`config.mk`:
```
export PLATFORM = sky130hd
export DESIGN_NAME = mem_req_arbiter
export DESIGN_NICKNAME = d
export VERILOG_FILES = /design/src/rtl/mem_req_arbiter.sv
export SDC_FILE = /design/constraint.sdc
export NUM_CORES = 1
export LEC_CHECK = 0
export ABC_AREA = 1
export BUFFER_PORTS_ARGS = -buffer_cell sky130_fd_sc_hd__buf_4
export CORE_MARGIN = 1
export CORE_UTILIZATION = 30
export CTS_CLUSTER_DIAMETER = 200
export DETAILED_ROUTE_END_ITERATION = 10
export PLACE_DENSITY = 0.61
export RECOVER_POWER = 100
export SYNTH_ARGS = -nofsm -noshare
export SYNTH_HDL_FRONTEND = slang
export SYNTH_SLANG_ARGS = --single-unit
```
`constraint.sdc`:
```
create_clock -name clk -period 1.5 [get_ports clk]
set_input_delay 0.15 -clock clk [delete_from_list [all_inputs] [get_ports clk]]
set_output_delay 0.15 -clock clk [all_outputs]
set_load 0.02 [all_outputs]
```
`src/rtl/mem_req_arbiter.sv`:
```
// Two-port (instruction/data) arbiter in front of a single AXI4-Lite style master.
// Default policy is data-priority with instruction starvation guard; define ARB_ROUND_ROBIN_EN for round-robin.
module mem_req_arbiter #(
    parameter int unsigned STARVE_LIMIT = 4
) (
    input  logic        clk,
    input  logic        rst,
    input  logic        i_req,
    input  logic [31:0] i_addr,
    output logic [31:0] i_rdata,
    output logic        i_ready,
    output logic        i_error,
    input  logic        d_req,
    input  logic        d_wr,
    input  logic [31:0] d_addr,
    input  logic [31:0] d_wdata,
    input  logic [3:0]  d_wstrb,
    output logic [31:0] d_rdata,
    output logic        d_ready,
    output logic        d_error,
    output logic        m_req,
    output logic        m_wr,
    output logic [31:0] m_addr,
    output logic [31:0] m_wdata,
    output logic [3:0]  m_wstrb,
    input  logic [31:0] m_rdata,
    input  logic        m_ready,
    input  logic        m_error,
    output logic        grant_d,
    output logic        busy
);
    // Handshake: x_req is held with a stable payload until the one-cycle x_ready pulse;
    // m_req is a one-cycle pulse and the single m_ready pulse in WAIT completes the transfer.

    typedef enum logic [1:0] {IDLE, ISSUE, WAIT, DONE} state_t;

    state_t      state_q;
    logic        grant_d_q;
    logic        m_req_q;
    logic        m_wr_q;
    logic [31:0] m_addr_q;
    logic [31:0] m_wdata_q;
    logic [3:0]  m_wstrb_q;
    logic [31:0] i_rdata_q;
    logic        i_ready_q;
    logic        i_error_q;
    logic [31:0] d_rdata_q;
    logic        d_ready_q;
    logic        d_error_q;
    logic        pick_data;

`ifdef ARB_ROUND_ROBIN_EN
    // grant_d_q doubles as the last-owner flag; it resets to instruction.
    always_comb begin
        pick_data = d_req;
        if (i_req && d_req)
            pick_data = ~grant_d_q;
    end
`else
    localparam logic [3:0] LIMIT = 4'(STARVE_LIMIT);
    logic [3:0] starve_q;

    always_comb begin
        pick_data = d_req;
        if (i_req && d_req)
            pick_data = (starve_q != LIMIT);
    end
`endif

    always_ff @(posedge clk) begin
        if (rst) begin
            state_q   <= IDLE;
            grant_d_q <= 1'b0;
            m_req_q   <= 1'b0;
            m_wr_q    <= 1'b0;
            m_addr_q  <= 32'd0;
            m_wdata_q <= 32'd0;
            m_wstrb_q <= 4'd0;
            i_rdata_q <= 32'd0;
            i_ready_q <= 1'b0;
            i_error_q <= 1'b0;
            d_rdata_q <= 32'd0;
            d_ready_q <= 1'b0;
            d_error_q <= 1'b0;
`ifndef ARB_ROUND_ROBIN_EN
            starve_q  <= 4'd0;
`endif
        end else begin
            case (state_q)
                IDLE: begin
                    if (i_req || d_req) begin
                        state_q   <= ISSUE;
                        m_req_q   <= 1'b1;
                        grant_d_q <= pick_data;
                        if (pick_data) begin
                            m_wr_q    <= d_wr;
                            m_addr_q  <= d_addr;
                            m_wdata_q <= d_wdata;
                            m_wstrb_q <= d_wstrb;
                        end else begin
                            m_wr_q    <= 1'b0;
                            m_addr_q  <= i_addr;
                            m_wdata_q <= 32'd0;
                            m_wstrb_q <= 4'b1111;
                        end
`ifndef ARB_ROUND_ROBIN_EN
                        // Count data grants that overtook a waiting instruction fetch.
                        if (!pick_data)
                            starve_q <= 4'd0;
                        else if (i_req && starve_q != LIMIT)
                            starve_q <= starve_q + 4'd1;
`endif
                    end
                end
                ISSUE: begin
                    m_req_q <= 1'b0;
                    state_q <= WAIT;
                end
                WAIT: begin
                    if (m_ready) begin
                        state_q <= DONE;
                        if (grant_d_q) begin
                            d_rdata_q <= m_rdata;
                            d_error_q <= m_error;
                            d_ready_q <= 1'b1;
                        end else begin
                            i_rdata_q <= m_rdata;
                            i_error_q <= m_error;
                            i_ready_q <= 1'b1;
                        end
                    end
                end
                DONE: begin
                    i_ready_q <= 1'b0;
                    i_error_q <= 1'b0;
                    d_ready_q <= 1'b0;
                    d_error_q <= 1'b0;
                    state_q   <= IDLE;
                end
                default: state_q <= IDLE;
            endcase
        end
    end

    assign m_req   = m_req_q;
    assign m_wr    = m_wr_q;
    assign m_addr  = m_addr_q;
    assign m_wdata = m_wdata_q;
    assign m_wstrb = m_wstrb_q;
    assign i_rdata = i_rdata_q;
    assign i_ready = i_ready_q;
    assign i_error = i_error_q;
    assign d_rdata = d_rdata_q;
    assign d_ready = d_ready_q;
    assign d_error = d_error_q;
    assign grant_d = grant_d_q;
    assign busy    = (state_q != IDLE);

endmodule
```
Yosys cells after proc, flatten, opt, wreduce, memory -nomap -nowiden
Cells that the tools add are included.
W data, S select, Z words.
{ "totals": {"ff_bits": 145, "inputBits": 139, "output_inout_bits": 140, "elab_cells": 64} }
{ "op_classes": {"n_addsub": 1, "n_eq_ne": 9, "n_mux": 24, "bitwise_logic": 1, "reduce_logical": 15} }
{ "op_table": {"columns": ["cell", "n"], "rows": [
  ["$mux W32", 2],
  ["$reduce_and A3 Y1", 5],
  ["$mux W4", 3],
  ["$mux W1", 11],
  ["$pmux W1 S2", 5],
  ["$ne A2 B2 Y1 const B", 4],
  ["$pmux W2 S4", 1],
  ["$reduce_and A2 Y1", 3],
  ["$reduce_bool A2 Y1", 3],
  ["$add A4 B1 Y4 const B", 1],
  ["$eq A2 B2 Y1 const B", 2],
  ["$mux W2", 2],
  ["$ne A4 B3 Y1 const B", 1],
  ["$eq A2 B1 Y1 const B", 1],
  ["$logic_and A1 B1 Y1", 2],
  ["$logic_not A2 Y1", 1],
  ["$ne A2 B1 Y1 const B", 1],
  ["$logic_or A1 B1 Y1", 1],
  ["$not A1 Y1", 1]
]} }

Logic depth before layout (Yosys ltp)
{ "depth": {"word_depth": 4, "depth_mapped": 12, "depth_no_buf": 10} }

Least setup slack after synthesis
No wires, ideal clock.
{ "synth_timing": {"path_kind": "reg-to-reg", "start": "reg state_q[0]", "end": "reg i_rdata_q[10], in the netlist i_rdata[10]", "setup_ns": 0.116, "arrival_time_ns": 1.307, "required_time_ns": 1.384, "path_slack_ns": 0.077, "path_stages_with_launch": 9, "n_path_buf": 1, "synth_period_minus_slack_ns": 1.423, "path_cell_list": "dfxtp_1 > inv_1 > ha_1 > nand2_1 > nor2_2 > inv_1 > clkbuf_1 > nor2_1 > nor2_1"} }
{ "synth_via": {"elab_chain_cells": 2} }
{ "synth_lines": {"columns": ["item", "line_no", "source"], "rows": [
  ["start, declared", "37", "state_t state_q;"],
  ["start signal, assigned", "72", "state_q <= IDLE;"],
  ["start signal, assigned", "92", "state_q <= ISSUE;"],
  ["start signal, assigned", "117", "state_q <= WAIT;"],
  ["$eq A2 B2 Y1", "89", "case (state_q)"],
  ["$reduce_and A3 Y1 (no line)", null, null],
  ["end signal, assigned", "127", "i_rdata_q <= m_rdata;"],
  ["end, declared", "44", "logic [31:0] i_rdata_q;"]
]} }
Every way passes these cells.
A chain may end at the register's enable or synchronous reset.

Final worst setup path
{ "layout_timing": {"start": "reg state_q[1]", "end": "out busy"} }
{ "layout_via": {"elab_chain_cells": 1} }
{ "layout_lines": {"columns": ["item", "line_no", "source"], "rows": [
  ["$reduce_bool A2 Y1", "157", "assign busy = (state_q != IDLE);"],
  ["end, declared", "30", "output logic busy"]
]} }
Every way passes these cells.

==> results.md <==
* Cell variety after synth at 23
* Die H at 142 um
* Synth async-reset ratio at 0%
* Drt via density at between 4 and 5
* Vias in the first global route at 6055
* Hold Vio Cnt, Final at 0
* Total power divided by cell area at 1660 nW/um2
* Switching power at between 5 and 6 mW
* Effective utilization at floorplan at about 31%
* Switching part of the total at a little under two fifths
* Final wirelength at about 21000 um
* Critical path type: reg -> out
* CTS root buffer: clkbuf_16
* Diode count at 0
* Worst setup EP type: output port
* Max VDD drop at between 0.7 and 0.8 mV
* RePlAce Congestion at about 0.77
* Area occupied by multi-input gates at 2570 um2
* Clock sinks at 145
* Worst setup SP type: register
* Syn nets at ~950
* Crit path arrival time at 1.29 ns
* Area Growth Syn to Fin at 59.9%
* Fill cell count at around 2000
* Cell area after synthesis at between 5000 and 6000 um2
* Critical path's slowest cell: dfxtp_4
* Port buffer count at 278
* Worst-path maximum fanout at 8
* # DRC at 0
* Io pins at around 280
* Final period utilization at 95.9%
* Final core occ at 49.6%
* Clock transition at path regs at 0.06 ns
* Layout cells sized above 1 at between 20 and 25%
* Drt first pass iters at 5
* Fin worst setup slack at 0.0621 ns
* Hold Crit Class: in -> reg
* Fmax at approximately 700 MHz
* Clk pwr share at 27.7%
* Slew Viols, Final at 0
* Cell-internal power at 9.64 mW
* Peak per-stage delay on the critical path at ~0.37 ns
* First-pass GRT wire length at 30900 um
* Core ar. at about 19000 um2
* Share of the yosys chip area belonging to registers at 49.4%
* Gate power share at 38.4%
* TritonCTS Buffers at 17
* CTS Buffer Depth at 2
* Cell breakdown of the critical path: inv_4 -> ha_4 -> buf_12 -> inv_4 -> buf_6
* First DRT Iteration DRCs at 246
* Synth Register Bits at 145
* WHS at 0.0216 ns
* Worst Skew at 0.0114 ns
* CTS tree: built
* Per-cell routed wire length at 14.7 um
* Placed insts at 1322
* Final Non-Filler Cells at approximately 1400
* Run status: completed
* Die W at 142 um
* Flop pwr share at 33.8%
* Antenna-violating nets left at 0
* Post-synthesis cell count at 808
* Sequential standard cell area at 2910 um2
* Max cap viols at 0
* Initial antenna violation count at 0
* H-tree levels at 4
* Number of flops mapped to enable cells by yosys at 0
* Row cnt at 50
* Leakage at 4.20 nW
* Global route overflow at 0
* Largest net degree at the start of global routing at 56
* Die area at between 20000 and 25000 um2
* Via count at around 6500
* Placed wire-length estimate at 13800 um
* Most used cell, CP: inv_4
* Final #Nets at 1300
* Top FF cell, synth: dfxtp_1
* Slew headroom at 75.4%
* Min Tclk post-route at about 1.4 ns
* Avg Cell Area, Syn at 7.27 um2
* Endpoints failing setup at 0
* Worst skew pair latency at 0.41 ns
* Crit path required time at 1.35 ns
* DP Worst Slack at -0.000793 ns
* Syn. warnings at 0
* Total Routing Usage GR at around a fifth
* Worst slew pin tran at 0.368 ns
[power groups by stage]
stage / Combinational, mW / Sequential, mW / Clock (mW)
floorplan: 2.42 / 6.29 / 0
global placement: 5.88 / 5.30 / 0
detailed placement: 5.94 / 5.31 / 0
CTS: 6.20 / 5.26 / 4.45
global route: 6.55 / 5.37 / 4.59
finish: 5.99 / 5.27 / 4.32
[sequential cells by signal, indices dropped and copies added, names as in the netlist, 2 cells and up]
name / cells
d_rdata: 32
m_wdata: 32
m_addr: 32
i_rdata: 32
state_q: 2
starve_q: 4
m_wstrb: 4
[cells by family after synthesis]
logic type      synth area share [%]
compound gates                  12.7
xor+xnor                       0.298
fa+ha+maj                       1.28
buf+inv                         8.49
flops                           49.4
simple gates                    27.8
[worst max-delay path: cells and delay by family (launching register included)]
family                     cells  cell delay [ns]
DFF                            1             0.37
buffers and inverters          4             0.34
adders and majority gates      1             0.17
[timing repair]
item                                   CTS  global route
resized for setup                       11            40
pin swaps                                0             5
setup buffers                            0             5
setup endpoints to repair                4            95
cloned                                   0             7
endpoints found under the hold margin   88             0
hold buffers                            62             0
[cell type report]
| class | count | area share (%) |
|---|---|---|
| multi-input cells | 553 | 27.3 |
| inverters | 53 | 2.36 |
| repair buffers | 385 | 29.6 |
| flip-flops and latches | 145 | 31.0 |
| well taps | 260 | 3.46 |
| clock inverters | 11 | 1.64 |
| clock buffers | 19 | 4.71 |
[worst paths after layout]
check | startpoint | to | slack [ns] | cells after the start
max | state_q[1]$_SDFFE_PP0P_ | busy | 0.06 | 5
min | i_addr[8] | m_addr[8]$_SDFFE_PP0P_ | 0.02 | 5
max reg2reg | starve_q[0]$_SDFFE_PP0P_ | m_wdata[2]$_SDFFE_PP0P_ | 0.08 | 11
min reg2reg | d_error$_SDFFE_PP0P_ | d_error$_SDFFE_PP0P_ | 0.45 | 2
[cell usage after synthesis, types with 6 or more instances]
library cell,count,area [um2]
a21oi_2,8,70.1
nand3_1,68,340
nor2_1,138,518
inv_1,49,184
o21ai_0,64,320
nand4_1,9,56.3
nand2_1,182,683
buf_2,17,85.1
buf_6,8,90.1
dfxtp_1,145,2900
ha_1,6,75.1
clkbuf_1,27,101
a21oi_1,66,330
[cell usage in the layout (no fill, tap or decap), types with 2 or more instances in the layout]
| master | instances |
|---|---|
| a21oi_1 | 62 |
| a21oi_2 | 12 |
| buf_12 | 10 |
| buf_4 | 160 |
| buf_6 | 7 |
| bufinv_16 | 3 |
| clkbuf_1 | 140 |
| clkbuf_16 | 23 |
| clkinv_4 | 2 |
| clkinvlp_4 | 2 |
| dfxtp_1 | 141 |
| dfxtp_2 | 3 |
| dlygate4sd3_1 | 62 |
| ha_1 | 3 |
| ha_4 | 3 |
| inv_1 | 44 |
| inv_2 | 4 |
| inv_4 | 4 |
| inv_6 | 3 |
| nand2_1 | 178 |
| nand2_2 | 4 |
| nand3_1 | 68 |
| nand4_1 | 9 |
| nor2_1 | 136 |
| nor2_2 | 3 |
| nor3_1 | 3 |
| o21ai_0 | 62 |
| o21ai_1 | 4 |
| xor2_1 | 2 |
[per-layer routing]
| metal | wire length (um) | vias up | GRT usage, % | part of all wire (%) |
|---|---|---|---|---|
| li1 | - | 3267 | - | - |
| met1 | 9040 | 2971 | 22.9 | 43 |
| met2 | 10200 | 245 | 33.8 | 48 |
| met3 | 1530 | 16 | 6.16 | 7.3 |
| met4 | 271 | 0 | 6.28 | 1.3 |
| met5 | 0 | - | 0 | 0 |
[per-stage QoR]
step	TNS [ns]	total power, mW	area [um2]
4_1_cts	-0.0000930	15.9	9600
2_1_floorplan	0	8.71	5880
3_3_place_gp	0	11.2	8350
6_report	0	15.6	9400
3_5_place_dp	-0.000793	11.2	8350
5_1_grt	-0.0141	16.5	9400
No activity file was read; power rests on OpenSTA's default activity.
